$ cat config.mk
export PLATFORM = sky130hd
export DESIGN_NAME = tone_sequencer
export DESIGN_NICKNAME = d
export VERILOG_FILES = /design/src/rtl/tone_sequencer.sv
export SDC_FILE = /design/constraint.sdc
export NUM_CORES = 1
export LEC_CHECK = 0
export BUFFER_PORTS_ARGS = -buffer_cell sky130_fd_sc_hd__buf_2
export CORE_AREA = 2 2 121 123
export CTS_CLUSTER_DIAMETER = 100
export DETAILED_ROUTE_END_ITERATION = 8
export DIE_AREA = 0 0 123 125
export PLACE_DENSITY_LB_ADDON = 0.05
export REMOVE_ABC_BUFFERS = 1
export SLEW_MARGIN = 10
export SYNTH_ARGS = -nofsm -noshare
export SYNTH_HDL_FRONTEND = slang
export SYNTH_SLANG_ARGS = --single-unit
$ cat constraint.sdc
create_clock -name clk -period 4.4 [get_ports clk]
set_clock_uncertainty 0.2 [all_clocks]
set_input_delay 0.88 -clock clk [delete_from_list [all_inputs] [get_ports clk]]
set_output_delay 0.88 -clock clk [all_outputs]
set_load 0.02 [all_outputs]
$ cat src/rtl/tone_sequencer.sv
// Square-wave tone sequencer: plays one of 8 notes (C5..C6) from manual switches,
// or steps through an 8-note scale with a fixed duration per note.
module tone_sequencer #(
  parameter int N           = 16,
  parameter int DUR_W       = 26,
  parameter int NOTE_CYCLES = 25_000_000,
  parameter int NUM_NOTES   = 8,
  parameter int TABLE_SHIFT = 0
) (
  input  logic       clk,
  input  logic       rst,
  input  logic       mode,
  input  logic       tone_en,
  input  logic [2:0] note_sel,
  input  logic       start,
  input  logic       stop,
  output logic       tone_out,
  output logic [2:0] note_idx,
  output logic       active,
  output logic       busy,
  output logic       done
);

  typedef enum logic [1:0] {
    IDLE   = 2'd0,
    MANUAL = 2'd1,
    PLAY   = 2'd2
  } state_t;

  localparam logic [DUR_W-1:0] DUR_LAST  = DUR_W'(NOTE_CYCLES - 1);
  localparam logic [2:0]       NOTE_LAST = 3'(NUM_NOTES - 1);

  // Half-period table; a scaled entry never drops below 1 so the divider always terminates.
  function automatic logic [N-1:0] hp_calc(input int idx);
    int base;
    case (idx)
      0:       base = 47801;
      1:       base = 42589;
      2:       base = 37936;
      3:       base = 35816;
      4:       base = 31928;
      5:       base = 28409;
      6:       base = 25329;
      default: base = 23900;
    endcase
    base = base >> TABLE_SHIFT;
    if (base < 1) base = 1;
    return N'(base);
  endfunction

  logic [N-1:0] hp_tab [8];

  for (genvar gi = 0; gi < 8; gi++) begin : g_hp
    assign hp_tab[gi] = hp_calc(gi);
  end

  state_t           state_q;
  logic [N-1:0]     half_cnt_q;
  logic [DUR_W-1:0] dur_cnt_q;
  logic [2:0]       note_idx_q;
  logic             tone_q;
  logic             active_q;
  logic             busy_q;
  logic             done_q;

  logic [N-1:0]     hp_cur;
  logic [N-1:0]     half_cnt_d;
  logic             tone_d;

  assign hp_cur = hp_tab[note_idx_q];

  // Divider step for the note currently sounding.
  always_comb begin
    half_cnt_d = half_cnt_q + N'(1);
    tone_d     = tone_q;
    if (half_cnt_q == hp_cur - N'(1)) begin
      half_cnt_d = '0;
      tone_d     = ~tone_q;
    end
  end

  always_ff @(posedge clk or posedge rst) begin
    if (rst) begin
      state_q    <= IDLE;
      half_cnt_q <= '0;
      dur_cnt_q  <= '0;
      note_idx_q <= '0;
      tone_q     <= 1'b0;
      active_q   <= 1'b0;
      busy_q     <= 1'b0;
      done_q     <= 1'b0;
    end else begin
      done_q <= 1'b0;
      case (state_q)
        IDLE: begin
          tone_q     <= 1'b0;
          half_cnt_q <= '0;
          note_idx_q <= '0;
          if (!stop && start && mode) begin
            state_q   <= PLAY;
            dur_cnt_q <= '0;
            active_q  <= 1'b1;
            busy_q    <= 1'b1;
          end else if (!stop && !mode && tone_en) begin
            state_q    <= MANUAL;
            note_idx_q <= note_sel;
            active_q   <= 1'b1;
          end
        end

        MANUAL: begin
          if (!tone_en || mode) begin
            state_q    <= IDLE;
            tone_q     <= 1'b0;
            half_cnt_q <= '0;
            note_idx_q <= '0;
            active_q   <= 1'b0;
          end else if (note_sel != note_idx_q) begin
            note_idx_q <= note_sel;
            half_cnt_q <= '0;
          end else begin
            half_cnt_q <= half_cnt_d;
            tone_q     <= tone_d;
          end
        end

        PLAY: begin
          if (stop) begin
            state_q    <= IDLE;
            tone_q     <= 1'b0;
            half_cnt_q <= '0;
            note_idx_q <= '0;
            active_q   <= 1'b0;
            busy_q     <= 1'b0;
          end else if (dur_cnt_q == DUR_LAST) begin
            dur_cnt_q <= '0;
            if (note_idx_q < NOTE_LAST) begin
              note_idx_q <= note_idx_q + 3'd1;
              half_cnt_q <= '0;
            end else begin
              state_q    <= IDLE;
              tone_q     <= 1'b0;
              half_cnt_q <= '0;
              note_idx_q <= '0;
              active_q   <= 1'b0;
              busy_q     <= 1'b0;
              done_q     <= 1'b1;
            end
          end else begin
            dur_cnt_q  <= dur_cnt_q + DUR_W'(1);
            half_cnt_q <= half_cnt_d;
            tone_q     <= tone_d;
          end
        end

        default: begin
          state_q  <= IDLE;
          active_q <= 1'b0;
          busy_q   <= 1'b0;
        end
      endcase
    end
  end

  assign tone_out = tone_q;
  assign note_idx = note_idx_q;
  assign active   = active_q;
  assign busy     = busy_q;
  assign done     = done_q;

endmodule

==> impl_summary.md <==
Drt
For this block, the routed nets add up to 9.277 mm of wire. The length of the first detailed-routing pass in iterations is 4. The detailed-route vias per instance is 4.888. Dividing the detail-routed wire length by the instance count gives 15.26 um.

The initial DRC count is 184. In this run the remaining antenna-violating nets after routing total 0. The DRC violation count after routing is 0. The total number of vias is 2972.

Power and ir drop
The net load switching power is 476.3 uW. Of the total power, combinational logic draws 32.2%. The switching part of the total is 35.38%. Registers are responsible for 38.2% of the overall power. The largest vdd supply drop is 157.1 uV.

The share of total power dissipated in the clock network is 29.6%. Internal power comes to 870.2 uW. The total power divided by cell area is 347.2 mW/mm2. In this run the static leakage power is 1.582 nW.

Place
At the end of routability-driven placement, the weighted congestion stood at 0.7447. Before CTS, the worst setup slack after placement is 0.6083 ns. The port buffer count is 15. The detailed placer's ending HPWL is 6.650 mm.

Critical path
For the worst flop-to-flop path, the logic depth is 14. The critical path in this run is classified as reg -> reg. The worst setup path is launched from a flop. The worst flop-to-flop path startpoint is note_idx[0]. Data on the critical path is required at its endpoint by 4.38 ns. For the worst setup path, the data arrival time is 3.79 ns.

In this run the register-to-register setup slack is 0.59 ns. The largest fanout on the critical path is 15. The worst setup path is captured at a flop. The terminus of the critical flop-to-flop path is half_cnt_q[3].

STA
The sum of negative setup slack is 0 ns. Static timing analysis puts the maximum clock frequency at 262.7 MHz. The worst-margin pin slew is 0.9549 ns.

Setup repair after global routing left no endpoint under its margin. Setup violations remaining at the end of the flow were counted as 0. After layout, the worst setup slack is 0.5928 ns. The number of hold-slack violations in the final timing report is 0. The number of pins with negative max-slew slack in the final report came to 0. In the finished design, the share of the clock period the worst path needs comes to 86.53%. Measured against its own limit, the worst slew margin works out to 36.25%.

The clock period could shrink to 3.807 ns.

Hold path
The capture endpoint of the worst hold path is active. The worst hold path begins at active. The worst hold path belongs to the class reg -> reg. Counting instances, the worst hold path has a depth of 1.

Finish
The total area of sequential cells is 0.001276 mm2. After filler insertion, the fill cell instance count of the layout stands at 1551. The final layout contains 445 nets. The count of antenna diodes in the layout is 0. The multi-input combinational cells in the finished layout cover a total of 0.002051 mm2. Of the cells placed in the final design, the portion with a size suffix greater than 1 is 7.783%. The post-synthesis to final-layout area growth is 12.03%.

Synthesis
The share of the synthesized area in the top cell type is 36.86%. The biggest area contributor in the post-synthesis netlist is sky130_fd_sc_hd__dfrtp_1. The number of distinct library cells after synthesis is 52. For this run, the number of Yosys warnings is 0. The share of the yosys chip area belonging to registers is 36.86%. The prevailing post-synth register cell is sky130_fd_sc_hd__dfrtp_1. Yosys attributes the largest share of cell area to sky130_fd_sc_hd__dfrtp_1 37%, sky130_fd_sc_hd__nand2_1 6.0%, sky130_fd_sc_hd__ha_1 4.7%. After technology mapping, the gate count stands at 412.

The average instance in the mapped netlist occupies 8.403 um2. In the synthesized netlist the async set-or-reset flop fraction comes to 100.0%. The register bit total from synthesis is 51. In this run, synthesis inferred 0 flip-flops with an integrated enable.

After synthesis the cells add up to 0.003462 mm2.

GRT
The via count of the first global-routing pass is 2835. The number of antenna violations at the first check in global routing was 0. The maximum number of pins on one net before global-route repair is 41. The global-route wire length before repair is 15.25 mm.

The leftover overflow at the end of global routing is 0. The aggregate global-route resource usage is 12.64%.

Clock network
The count of H-tree levels built during CTS is 2. Gates resized during post-CTS repair numbered 0. The clock tree from TritonCTS is built.

The clock transition time at the flip-flop clock pins of the worst setup and hold paths is 0.07 ns. The count of hold-fix buffers inserted at cts is 0. The clock passes through at most 2 buffers. In this run, CTS created clock tree buffers numbering 5.

The root buffer cell is sky130_fd_sc_hd__clkbuf_16. The clock drives 51 sinks. In this run the post-CTS setup repair buffer count came out at 0.

Clock latency on the worst-skew pair, taken at its later pin, is 0.30 ns.

Die
During I/O placement, the number of pins put on the boundary was 16. The area of the core region is 0.01420 mm2. Row generation in the floorplan step produced 44 rows.

The height of the die is 125 um. The initial core utilization is 24.37%. The floorplan step set the die width to 123 um. The area of the die is 0.01538 mm2.

Outcome
The flow ran to the end, and the final reports show no timing, DRC or antenna violations.

Flow run
Max-cap violations in this run came to 0.
==> state kept, by name (all words and copies together), names as in the netlist <==
register,cells
active,1
busy,1
done,1
dur_cnt_q,26
half_cnt_q,16
note_idx,3
state_q,2
tone_out,1
==> metal layers <==
layer  global-route usage [%]  vias to the layer above  part of all wire [%]
met5                        0                        -                     0
met4                    3.476                        0                   1.4
met3                    2.646                        9                   1.8
met2                    20.60                       12                    48
met1                    16.90                     1460                    49
li1                         -                     1491                     -
==> through the flow <==
stage	utilization, %	power, mW	instances	hold WS, ns	cell area [um2]
floorplan	-	0.8359	395	0.2602	3387
global placement	26.31	0.9689	600	0.2874	3737
detailed placement	26.31	0.9620	600	0.2913	3737
CTS	27.31	1.377	608	0.3088	3879
global route	27.31	1.449	608	0.3273	3879
finish	27.31	1.347	608	0.3018	3879
==> synth_stat cells, drive strengths merged, types with 2 or more instances <==
cell type,count
o41ai,2
nand3,28
o211ai,9
or2,2
dfrtp,51
nand4,9
nand3b,3
ha,13
nor2,32
buf,4
a31oi,7
and3,12
nand2b,6
nor3,6
a32o,2
o22ai,3
o21ai,27
a21oi,15
nor2b,8
a32oi,3
xnor2,15
clkbuf,13
nand2,55
or3,7
a21o,4
and3b,3
xor2,10
inv,16
nor4b,2
nor3b,3
or4,3
and4,2
and2,7
o31ai,5
mux2i,10
==> worst max-delay path by stage <==
| stage | from | endpoint | cells after the start |
|---|---|---|---|
| floorplan | note_idx[0] | tone_out | 12 |
| global placement | note_idx[0] | half_cnt_q[3] | 14 |
| detailed placement | note_idx[0] | half_cnt_q[7] | 14 |
| CTS | note_idx[0] | half_cnt_q[3] | 14 |
| global route | note_idx[0] | half_cnt_q[7] | 14 |
| finish | note_idx[0] | half_cnt_q[3] | 14 |
==> layout by cell type, fill, tap and decap left out, types with 10 or more instances in the layout <==
master	Yosys	final
sky130_fd_sc_hd__dfrtp_1	51	51
sky130_fd_sc_hd__and3_1	12	12
sky130_fd_sc_hd__xor2_1	10	10
sky130_fd_sc_hd__inv_1	16	15
sky130_fd_sc_hd__mux2i_1	10	10
sky130_fd_sc_hd__nand3_1	28	28
sky130_fd_sc_hd__a21oi_1	14	14
sky130_fd_sc_hd__nor2_1	32	32
sky130_fd_sc_hd__o21ai_0	27	27
sky130_fd_sc_hd__buf_2	3	15
sky130_fd_sc_hd__nand2_1	55	55
sky130_fd_sc_hd__ha_1	13	13
sky130_fd_sc_hd__xnor2_1	15	15
==> layout make-up <==
class	instances	area share, %
Clock buffer	6	3.323
Clock inverter	2	0.3226
Inverter	16	1.548
Multi-Input combinational cell	328	52.87
Sequential cell	51	32.90
Tap cell	184	5.935
Timing Repair Buffer	21	3.097
==> worst max-delay path, stage by stage (launching register included) <==
cell and delay [ns]:
sky130_fd_sc_hd__dfrtp_1 0.32, sky130_fd_sc_hd__buf_4 0.18, sky130_fd_sc_hd__inv_1 0.10, sky130_fd_sc_hd__ha_1 0.45, sky130_fd_sc_hd__nor2b_1 0.11, sky130_fd_sc_hd__o21bai_1 0.20
sky130_fd_sc_hd__ha_1 0.25, sky130_fd_sc_hd__xnor2_1 0.17, sky130_fd_sc_hd__and3_1 0.17, sky130_fd_sc_hd__o211ai_1 0.09, sky130_fd_sc_hd__a2111oi_0 0.40, sky130_fd_sc_hd__nand4_1 0.35
sky130_fd_sc_hd__buf_4 0.31, sky130_fd_sc_hd__nand2_1 0.24, sky130_fd_sc_hd__o211ai_1 0.14
==> logic make-up after synthesis <==
logic type / after synthesis / share of synthesized area, %
AO/OA/AOI/OAI: 86 / 16.05
XOR/XNOR: 26 / 6.975
adder cells (fa/ha/maj): 13 / 4.698
buffers and inverters: 33 / 3.903
flip-flops: 51 / 36.86
multiplexers: 11 / 3.217
AND/OR/NAND/NOR: 192 / 28.30
==> power groups by stage <==
| stage | registers (mW) | logic [mW] | clock network, mW |
|---|---|---|---|
| after floorplan | 0.553 | 0.283 | 0 |
| after detailed placement | 0.523 | 0.438 | 0 |
| after CTS | 0.514 | 0.440 | 0.422 |
| final | 0.514 | 0.433 | 0.399 |
| after global placement | 0.523 | 0.446 | 0 |
| after global routing | 0.519 | 0.492 | 0.438 |
No activity file was read; power rests on OpenSTA's default activity.
